**config.mk**
```make
export PLATFORM = sky130hd
export DESIGN_NAME = load_store_unit
export DESIGN_NICKNAME = d
export VERILOG_FILES = /design/src/rtl/lsu_pkg.sv /design/src/rtl/lsu_lane_align.sv /design/src/rtl/load_store_unit.sv
export SDC_FILE = /design/constraint.sdc
export NUM_CORES = 1
export LEC_CHECK = 0
export ABC_CLOCK_PERIOD_IN_PS = 10800
export BUFFER_PORTS_ARGS = -buffer_cell sky130_fd_sc_hd__buf_2
export CAP_MARGIN = 20
export CORE_UTILIZATION = 54
export DETAILED_ROUTE_END_ITERATION = 12
export GPL_TIMING_DRIVEN = 1
export PLACE_DENSITY = 0.86
export SYNTH_ARGS = -nofsm -noshare
export SYNTH_HDL_FRONTEND = slang
export SYNTH_HIERARCHICAL = 1
export SYNTH_SLANG_ARGS = --single-unit
```
**constraint.sdc**
```tcl
create_clock -name clk -period 10.8 [get_ports clk]
set_clock_uncertainty 0.2 [all_clocks]
set_input_delay 2.16 -clock clk [delete_from_list [all_inputs] [get_ports clk]]
set_output_delay 2.16 -clock clk [all_outputs]
set_load 0.02 [all_outputs]
```
**src/rtl/lsu_pkg.sv**
```systemverilog
// Shared funct3 encodings and FSM state type for the MEM-stage load/store unit.
package lsu_pkg;

    localparam logic [2:0] F3_B  = 3'b000;
    localparam logic [2:0] F3_H  = 3'b001;
    localparam logic [2:0] F3_W  = 3'b010;
    localparam logic [2:0] F3_BU = 3'b100;
    localparam logic [2:0] F3_HU = 3'b101;

    typedef enum logic [1:0] {
        IDLE,
        REQ,
        WAIT,
        DONE
    } lsu_state_t;

endpackage

```
**src/rtl/lsu_lane_align.sv**
```systemverilog
// Byte-lane steering: store byte enables / replicated data, load extraction and legality checks.
// Purely combinational, zero latency, no flow control.
module lsu_lane_align
    import lsu_pkg::*;
(
    input  logic [2:0]  funct3,
    input  logic        we,
    input  logic [1:0]  off,
    input  logic [31:0] wdata,
    input  logic [31:0] rdata,
    output logic [3:0]  be,
    output logic [31:0] wdata_rep,
    output logic [31:0] rdata_ext,
    output logic        misalign,
    output logic        illegal
);

    logic [31:0] shifted;

    always_comb begin
        be        = 4'hF;
        wdata_rep = wdata;
        misalign  = 1'b0;
        illegal   = 1'b0;
        case (funct3)
            F3_B: begin
                if (we) begin
                    be        = 4'b0001 << off;
                    wdata_rep = {4{wdata[7:0]}};
                end
            end
            F3_H: begin
                misalign = off[0];
                if (we) begin
                    be        = 4'b0011 << off;
                    wdata_rep = {2{wdata[15:0]}};
                end
            end
            F3_W:    misalign = |off;
            F3_BU:   illegal  = we;
            F3_HU: begin
                misalign = off[0];
                illegal  = we;
            end
            default: illegal = 1'b1;
        endcase
    end

    assign shifted = rdata >> {off, 3'b000};

    always_comb begin
        rdata_ext = shifted;
        case (funct3)
            F3_B:    rdata_ext = {{24{shifted[7]}}, shifted[7:0]};
            F3_BU:   rdata_ext = {24'h0, shifted[7:0]};
            F3_H:    rdata_ext = {{16{shifted[15]}}, shifted[15:0]};
            F3_HU:   rdata_ext = {16'h0, shifted[15:0]};
            default: rdata_ext = shifted;
        endcase
    end

endmodule

```
**src/rtl/load_store_unit.sv**
```systemverilog
// MEM-stage load/store unit: req/gnt/rvalid handshake with data memory, stalls the pipe while busy.
// Minimum latency: load 3 stall cycles (resp_valid in 4th), store 2; mem_* held stable until mem_gnt.
module load_store_unit
    import lsu_pkg::*;
#(
    parameter int ADDR_W = 32,
    parameter int DATA_W = 32
) (
    input  logic              clk,
    input  logic              rst_n,
    input  logic              req_valid,
    input  logic              req_we,
    input  logic [2:0]        req_funct3,
    input  logic [ADDR_W-1:0] req_addr,
    input  logic [DATA_W-1:0] req_wdata,
    output logic              stall,
    output logic              fault,
    output logic              resp_valid,
    output logic [DATA_W-1:0] resp_rdata,
    output logic              mem_req,
    output logic              mem_we,
    output logic [3:0]        mem_be,
    output logic [ADDR_W-1:0] mem_addr,
    output logic [DATA_W-1:0] mem_wdata,
    input  logic              mem_gnt,
    input  logic              mem_rvalid,
    input  logic [DATA_W-1:0] mem_rdata
);

    generate
        if (DATA_W != 32) begin : g_bad_data_w
            $error("load_store_unit: DATA_W must be 32 for RV32");
        end
    endgenerate

    lsu_state_t  state, state_nxt;
    logic [2:0]  op_funct3;
    logic [1:0]  op_off;

    logic [2:0]  sel_funct3;
    logic        sel_we;
    logic [1:0]  sel_off;
    logic [3:0]  be;
    logic [31:0] wdata_rep;
    logic [31:0] rdata_ext;
    logic        misalign;
    logic        illegal;
    logic        bad_op;
    logic        accept;
    logic        capture;

    // In IDLE the aligner looks at the incoming op; afterwards at the latched one for load extraction.
    assign sel_funct3 = (state == IDLE) ? req_funct3    : op_funct3;
    assign sel_we     = (state == IDLE) ? req_we        : mem_we;
    assign sel_off    = (state == IDLE) ? req_addr[1:0] : op_off;

    lsu_lane_align u_align (
        .funct3    (sel_funct3),
        .we        (sel_we),
        .off       (sel_off),
        .wdata     (req_wdata),
        .rdata     (mem_rdata),
        .be        (be),
        .wdata_rep (wdata_rep),
        .rdata_ext (rdata_ext),
        .misalign  (misalign),
        .illegal   (illegal)
    );

    assign bad_op  = illegal | misalign;
    assign accept  = rst_n & (state == IDLE) & req_valid & ~bad_op;
    assign fault   = rst_n & (state == IDLE) & req_valid & bad_op;
    assign capture = ~mem_we & mem_rvalid &
                     (((state == REQ) & mem_gnt) | (state == WAIT));

    assign stall      = accept | (state == REQ) | (state == WAIT);
    assign mem_req    = (state == REQ);
    assign resp_valid = (state == DONE) & ~mem_we;

    always_ff @(posedge clk or negedge rst_n) begin
        if (!rst_n) begin
            state <= IDLE;
        end else begin
            state <= state_nxt;
        end
    end

    always_comb begin
        state_nxt = state;
        case (state)
            IDLE: if (accept) state_nxt = REQ;
            REQ: begin
                if (mem_gnt) begin
                    state_nxt = (mem_we || mem_rvalid) ? DONE : WAIT;
                end
            end
            WAIT: if (mem_rvalid) state_nxt = DONE;
            DONE: state_nxt = IDLE;
            default: state_nxt = IDLE;
        endcase
    end

    always_ff @(posedge clk or negedge rst_n) begin
        if (!rst_n) begin
            op_funct3  <= 3'b000;
            op_off     <= 2'b00;
            mem_we     <= 1'b0;
            mem_be     <= 4'h0;
            mem_addr   <= '0;
            mem_wdata  <= '0;
            resp_rdata <= '0;
        end else begin
            if (accept) begin
                op_funct3 <= req_funct3;
                op_off    <= req_addr[1:0];
                mem_we    <= req_we;
                mem_be    <= be;
                mem_addr  <= {req_addr[ADDR_W-1:2], 2'b00};
                mem_wdata <= wdata_rep;
            end
            if (capture) begin
                resp_rdata <= rdata_ext;
            end
        end
    end

endmodule

```
# Yosys cells after proc, flatten, opt, wreduce, memory -nomap -nowiden
# Index checks and enable logic that the tools add are counted.
# classes
bitwise,14
div_mod_pow,0
n_reduce_logical,8
multipliers,0
addsub,0
magnitude_cmp,0
n_shift,3
eq_ne,10
mux,17
# op_table
cell,n
one-hot mux 32 bit (4 select lines),1
2-to-1 mux 32 bit,2
one-hot mux 32 bit (2 select lines),1
right shift 32 x 5 -> 32 bit,1
bitwise AND 1 bit,8
2-to-1 mux 2 bit,4
2-to-1 mux 4 bit,2
one-hot mux 2 bit (4 select lines),1
one-hot mux 4 bit (2 select lines),1
== test 3 bit (second input constant),2
OR reduction 2 bit,3
== test 2 bit (second input constant),2
inequality test 2 bit (second input constant),2
OR 1 bit,4
one-hot mux 1 bit (2 select lines),2
<< shifter 1 x 2 -> 4 bit (first input constant),1
<< shifter 2 x 2 -> 4 bit (first input constant),1
== test 3 x 1 -> 1 bit (second input constant),1
== test 3 x 2 -> 1 bit (second input constant),1
zero test 3 bit,1
2-to-1 mux 3 bit,1
AND reduction 3 bit,1
OR reduction 3 bit,1
== test 2 x 1 -> 1 bit (second input constant),1
other kinds (5),7
# totals
mem_bits_ro,0
register_bits,106
ramBits,0
latch_bits,0
out_inout_bits,105
word_cells,60
n_memories,0

# Logic depth before layout (Yosys ltp)
# depth
ltp_word,10
ltp_mapped,15
depth_no_buf,10

# By module
# Netlist, hierarchy kept.
# by_module_without_submodules
module,n_inst,cells_each,area_each_um2
load_store_unit,1,256,4534.3
lsu_lane_align,1,181,1370.1

# Least setup slack after synthesis
# Ideal clock, no wire load.
# synth_path
kind,input port to output port
startpoint,input port req_addr[0]
endpoint,output port stall
arrival_ns,4.156
path_slack_ns,4.284
stages,12
required_time_ns,8.440
path_cell_list,mux2_2 -> buf_6 -> buf_6 -> buf_6 -> inv_1 -> ha_1 -> nand3b_1 -> o21ai_0 -> or3_1 -> buf_6 -> buf_12 -> nand2_1
# synth_via
elab_chain_len,8
# synth_rtl
item,line_no,source
start: declaration,load_store_unit.sv:14,"input logic [ADDR_W-1:0] req_addr,"
2-to-1 mux 2 bit (*),load_store_unit.sv:55,assign sel_off = (state == IDLE) ? req_addr[1:0] : op_off;
OR reduction 2 bit,lsu_lane_align.sv:39,F3_W: misalign = |off;
one-hot mux 1 bit (2 select lines) (*),lsu_lane_align.sv:25,case (funct3)
named net misalign,load_store_unit.sv:46,logic misalign;
OR 1 bit (*),load_store_unit.sv:70,assign bad_op = illegal | misalign;
inverter 1 bit (*),load_store_unit.sv:71,assign accept = rst_n & (state == IDLE) & req_valid & ~bad_op;
bitwise AND 1 bit (*),load_store_unit.sv:71,
OR 1 bit (*) (2 in series),load_store_unit.sv:76,assign stall = accept | (state == REQ) | (state == WAIT);
end: declaration,load_store_unit.sv:16,"output logic stall,"
# Mark *: on every way through the listed nets, which the timed path passes. The rest lies on a longest branch.

# Worst setup path after layout
# layout_path
startpoint,input port req_addr[1]
endpoint,output port stall
# layout_via
elab_chain_len,8
# layout_rtl
item,line_no,source
2-to-1 mux 2 bit,load_store_unit.sv:55,
named net sel_off[1],load_store_unit.sv:42,logic [1:0] sel_off;
OR reduction 2 bit,lsu_lane_align.sv:39,
one-hot mux 1 bit (2 select lines),lsu_lane_align.sv:25,
named net misalign,load_store_unit.sv:46,
OR 1 bit,load_store_unit.sv:70,
inverter 1 bit,load_store_unit.sv:71,
bitwise AND 1 bit,load_store_unit.sv:71,
OR 1 bit (2 in series),load_store_unit.sv:76,
# The timed path passes the listed nets, and every way through them passes these cells.

==> flow_summary.ini <==
[setup_path]
cp-start-kind = input port
critPathCaptureType = output pin
arrival_ns = 4.23
critPathMaxFanout = 23
cp.required_ns = 8.44
crit_type = input port to output pin

[logic_synthesis]
synth_area_leaders = dfrtp_1 (45%), mux2_4 (18%), mux2_2 (14%), mux2i_1 (2.5%), buf_12 (2.4%)
synth_edf_count = 0
synth.top_cell.area_share_pct = 44.9
synth_top_area_cell = dfrtp_1
yosysSeqAreaShare_pct = 44.9
synthFlopType = dfrtp_1
synthesis.area_per_instance_um2 = 13.5
async_flop_share_pct = 100
yosys_warnings = 6
netlist_instances = 437
synthDistinctLibCells = 40
syn_area_um2 = 5900
ys_ff_latch = 106

[place]
placedCellCount = 746
dpl.hpwl_um = 10500
numPortBuffers = 207
routabilityCongestion = 0.902

[timing]
period_share_pct = 61.0
clock.fmax_mhz = 152
slew_violations = 0
final-setup-viol-count = 0
holdWs_ns = 0.309
relSlewSlack_pct = 28.9
tns_ns = 0
post-route-min-period_ns = 6.59
report.final.hold_viol_count = 0
rsz0062_at_grt = false
tightest_slew_ns = 1.07

[die]
dieArea_um2 = 11400
core-area_um2 = 10500
floorplan.initialDensity_pct = 56.4
dieHeight_um = 107
io_pins = 210
placementRows = 37
die_w_um = 107

[power_and_ir_drop]
p_leak_nw = 3.60
combPwrFrac_pct = 59.3
seq_power_share_pct = 30.8
p_per_area_nw_per_um2 = 329
p_int_mw = 1.29
p_switching_mw = 0.994
clkPwrFrac_pct = 9.9
fin_total_pwr_mw = 2.29
swShare_pct = 43.5
vdd_drop_max_v = 0.000194

[routing]
num_vias = 4191
wirelength_um = 14200
viasPerCell = 5.50
remaining_drc_errors = 0
drtIter0Drc = 194
ant_nets = 0
wl_per_cell_um = 18.6
first_pass_iters = 4

[cts]
clockRootBuffer = clkbuf_8
cts_buffers = 9
cts_resized = 0
cts_setup_buffers = 0
cts_tree = done
htree_levels = 3
cts_sinks = 106
clk_pin_slew_ns = 0.09
cts_hold_buf = 0
clock_path_buffers = 2
clock_latency_ns = 0.37

[final_layout]
nets = 734
seq_area_um2 = 2650
multi_input_area_um2 = 2870
drive_gt1_share_pct = 60.7
syn_to_final_growth_pct = 17.7
finalNonFillerCells = 762
final_cell_mix = buf_2 (206), dfrtp_1 (106), mux2_2 (74), mux2_4 (69), nand2_1 (28)
mostFrequentLayoutCell = buf_2
fill_cells = 758
antenna_cells = 0

[global_route]
grt_pass1_wl_um = 22300
grt_max_degree = 61
grt.overflow.total = 0
grt_usage_pct = 25.1
first_global_vias = 4395
antenna_found_initial = 0

[job]
drv_cap = 0

[status]
outcome = finished, final reports clean

[hold_path]
hp-class = register to register
==> cells in the mapped netlist, drive strengths merged (2+ instances only) <==
| library cell | count |
|---|---|
| mux2 | 143 |
| dfrtp | 106 |
| buf | 38 |
| nand2 | 28 |
| nor2 | 22 |
| o211ai | 16 |
| mux2i | 15 |
| a21oi | 11 |
| o21ai | 10 |
| ha | 8 |
| a221oi | 7 |
| inv | 6 |
| nand2b | 3 |
| nor2b | 3 |
| nor3b | 3 |
| o22ai | 3 |
| nand3 | 2 |
| or3 | 2 |
==> cell families (layout without fill, tap and decap cells) <==
group           Yosys count  in the layout  synth area share [%]
other cells               1              2                0.0635
flops                   106            106                  44.9
fa+ha+maj                 8              8                  1.70
simple gates             68             68                  5.93
mux                     159            159                  34.6
buf+inv                  44            232                  6.80
compound gates           51             51                  6.00
==> stage by stage <==
step	util, %	instance area, µm²	worst slack [ns]
after global placement	64.7	6770	4.28
after CTS	66.4	6950	4.22
final	66.4	6950	4.21
after global routing	66.4	6950	4.07
after floorplan	-	5910	4.28
after detailed placement	64.7	6770	4.23
==> cell type report <==
cell class	count	area share, %
timing repair buffer	210	15.3
clock inverter	6	0.720
multi-input combinational	288	41.2
inverter	6	0.324
clock buffer	10	1.84
tap	136	2.45
sequential	106	38.2
==> power by group through the flow <==
| stage | Sequential [mW] | Combinational (mW) | Clock [mW] |
|---|---|---|---|
| finish | 0.705 | 1.35 | 0.226 |
| global route | 0.726 | 1.45 | 0.246 |
| CTS | 0.705 | 1.35 | 0.230 |
| detailed placement | 0.712 | 1.35 | 0 |
| global placement | 0.696 | 1.31 | 0 |
| floorplan | 0.914 | 0.817 | 0 |
==> path summary, 6_finish.rpt <==
path | start | end | slack (ns) | cells past startpoint
min | resp_rdata[17]$_DFFE_PN0P_ | resp_rdata[17]$_DFFE_PN0P_ | 0.31 | 1
min reg2reg | resp_rdata[17]$_DFFE_PN0P_ | resp_rdata[17]$_DFFE_PN0P_ | 0.31 | 1
max reg2reg | state[0]$_DFFE_PN0P_ | mem_wdata[0]$_DFFE_PN0P_ | 6.38 | 10
max | req_addr[1] | stall | 4.21 | 9
max in group asynchronous | rst_n | mem_addr[15]$_DFFE_PN0P_ | 7.61 | 2
min in group asynchronous | rst_n | resp_rdata[0]$_DFFE_PN0P_ | 1.63 | 1
==> worst max-delay path, cell delays in order <==
cell and delay, ns:
buf_2 0.11, mux2_2 0.44, inv_2 0.27, ha_1 0.20, nand3b_1 0.10, o21ai_0 0.14, or3_4 0.55, nand2_1 0.09
buf_2 0.16
==> routing by layer <==
metal / up-vias / wire, µm / track usage (%)
met5: - / 0 / 0
met4: 0 / 240 / 9.69
met3: 25 / 922 / 5.03
met2: 183 / 7090 / 43.7
met1: 2063 / 5920 / 30.5
li1: 1920 / - / -
==> sequential cells by signal, indices dropped and copies added (netlist names) <==
signal / count
mem_wdata: 32
resp_rdata: 32
mem_addr: 30
mem_be: 4
op_funct3: 3
op_off: 2
state: 2
mem_we: 1
(Power assumes the default switching activity.)
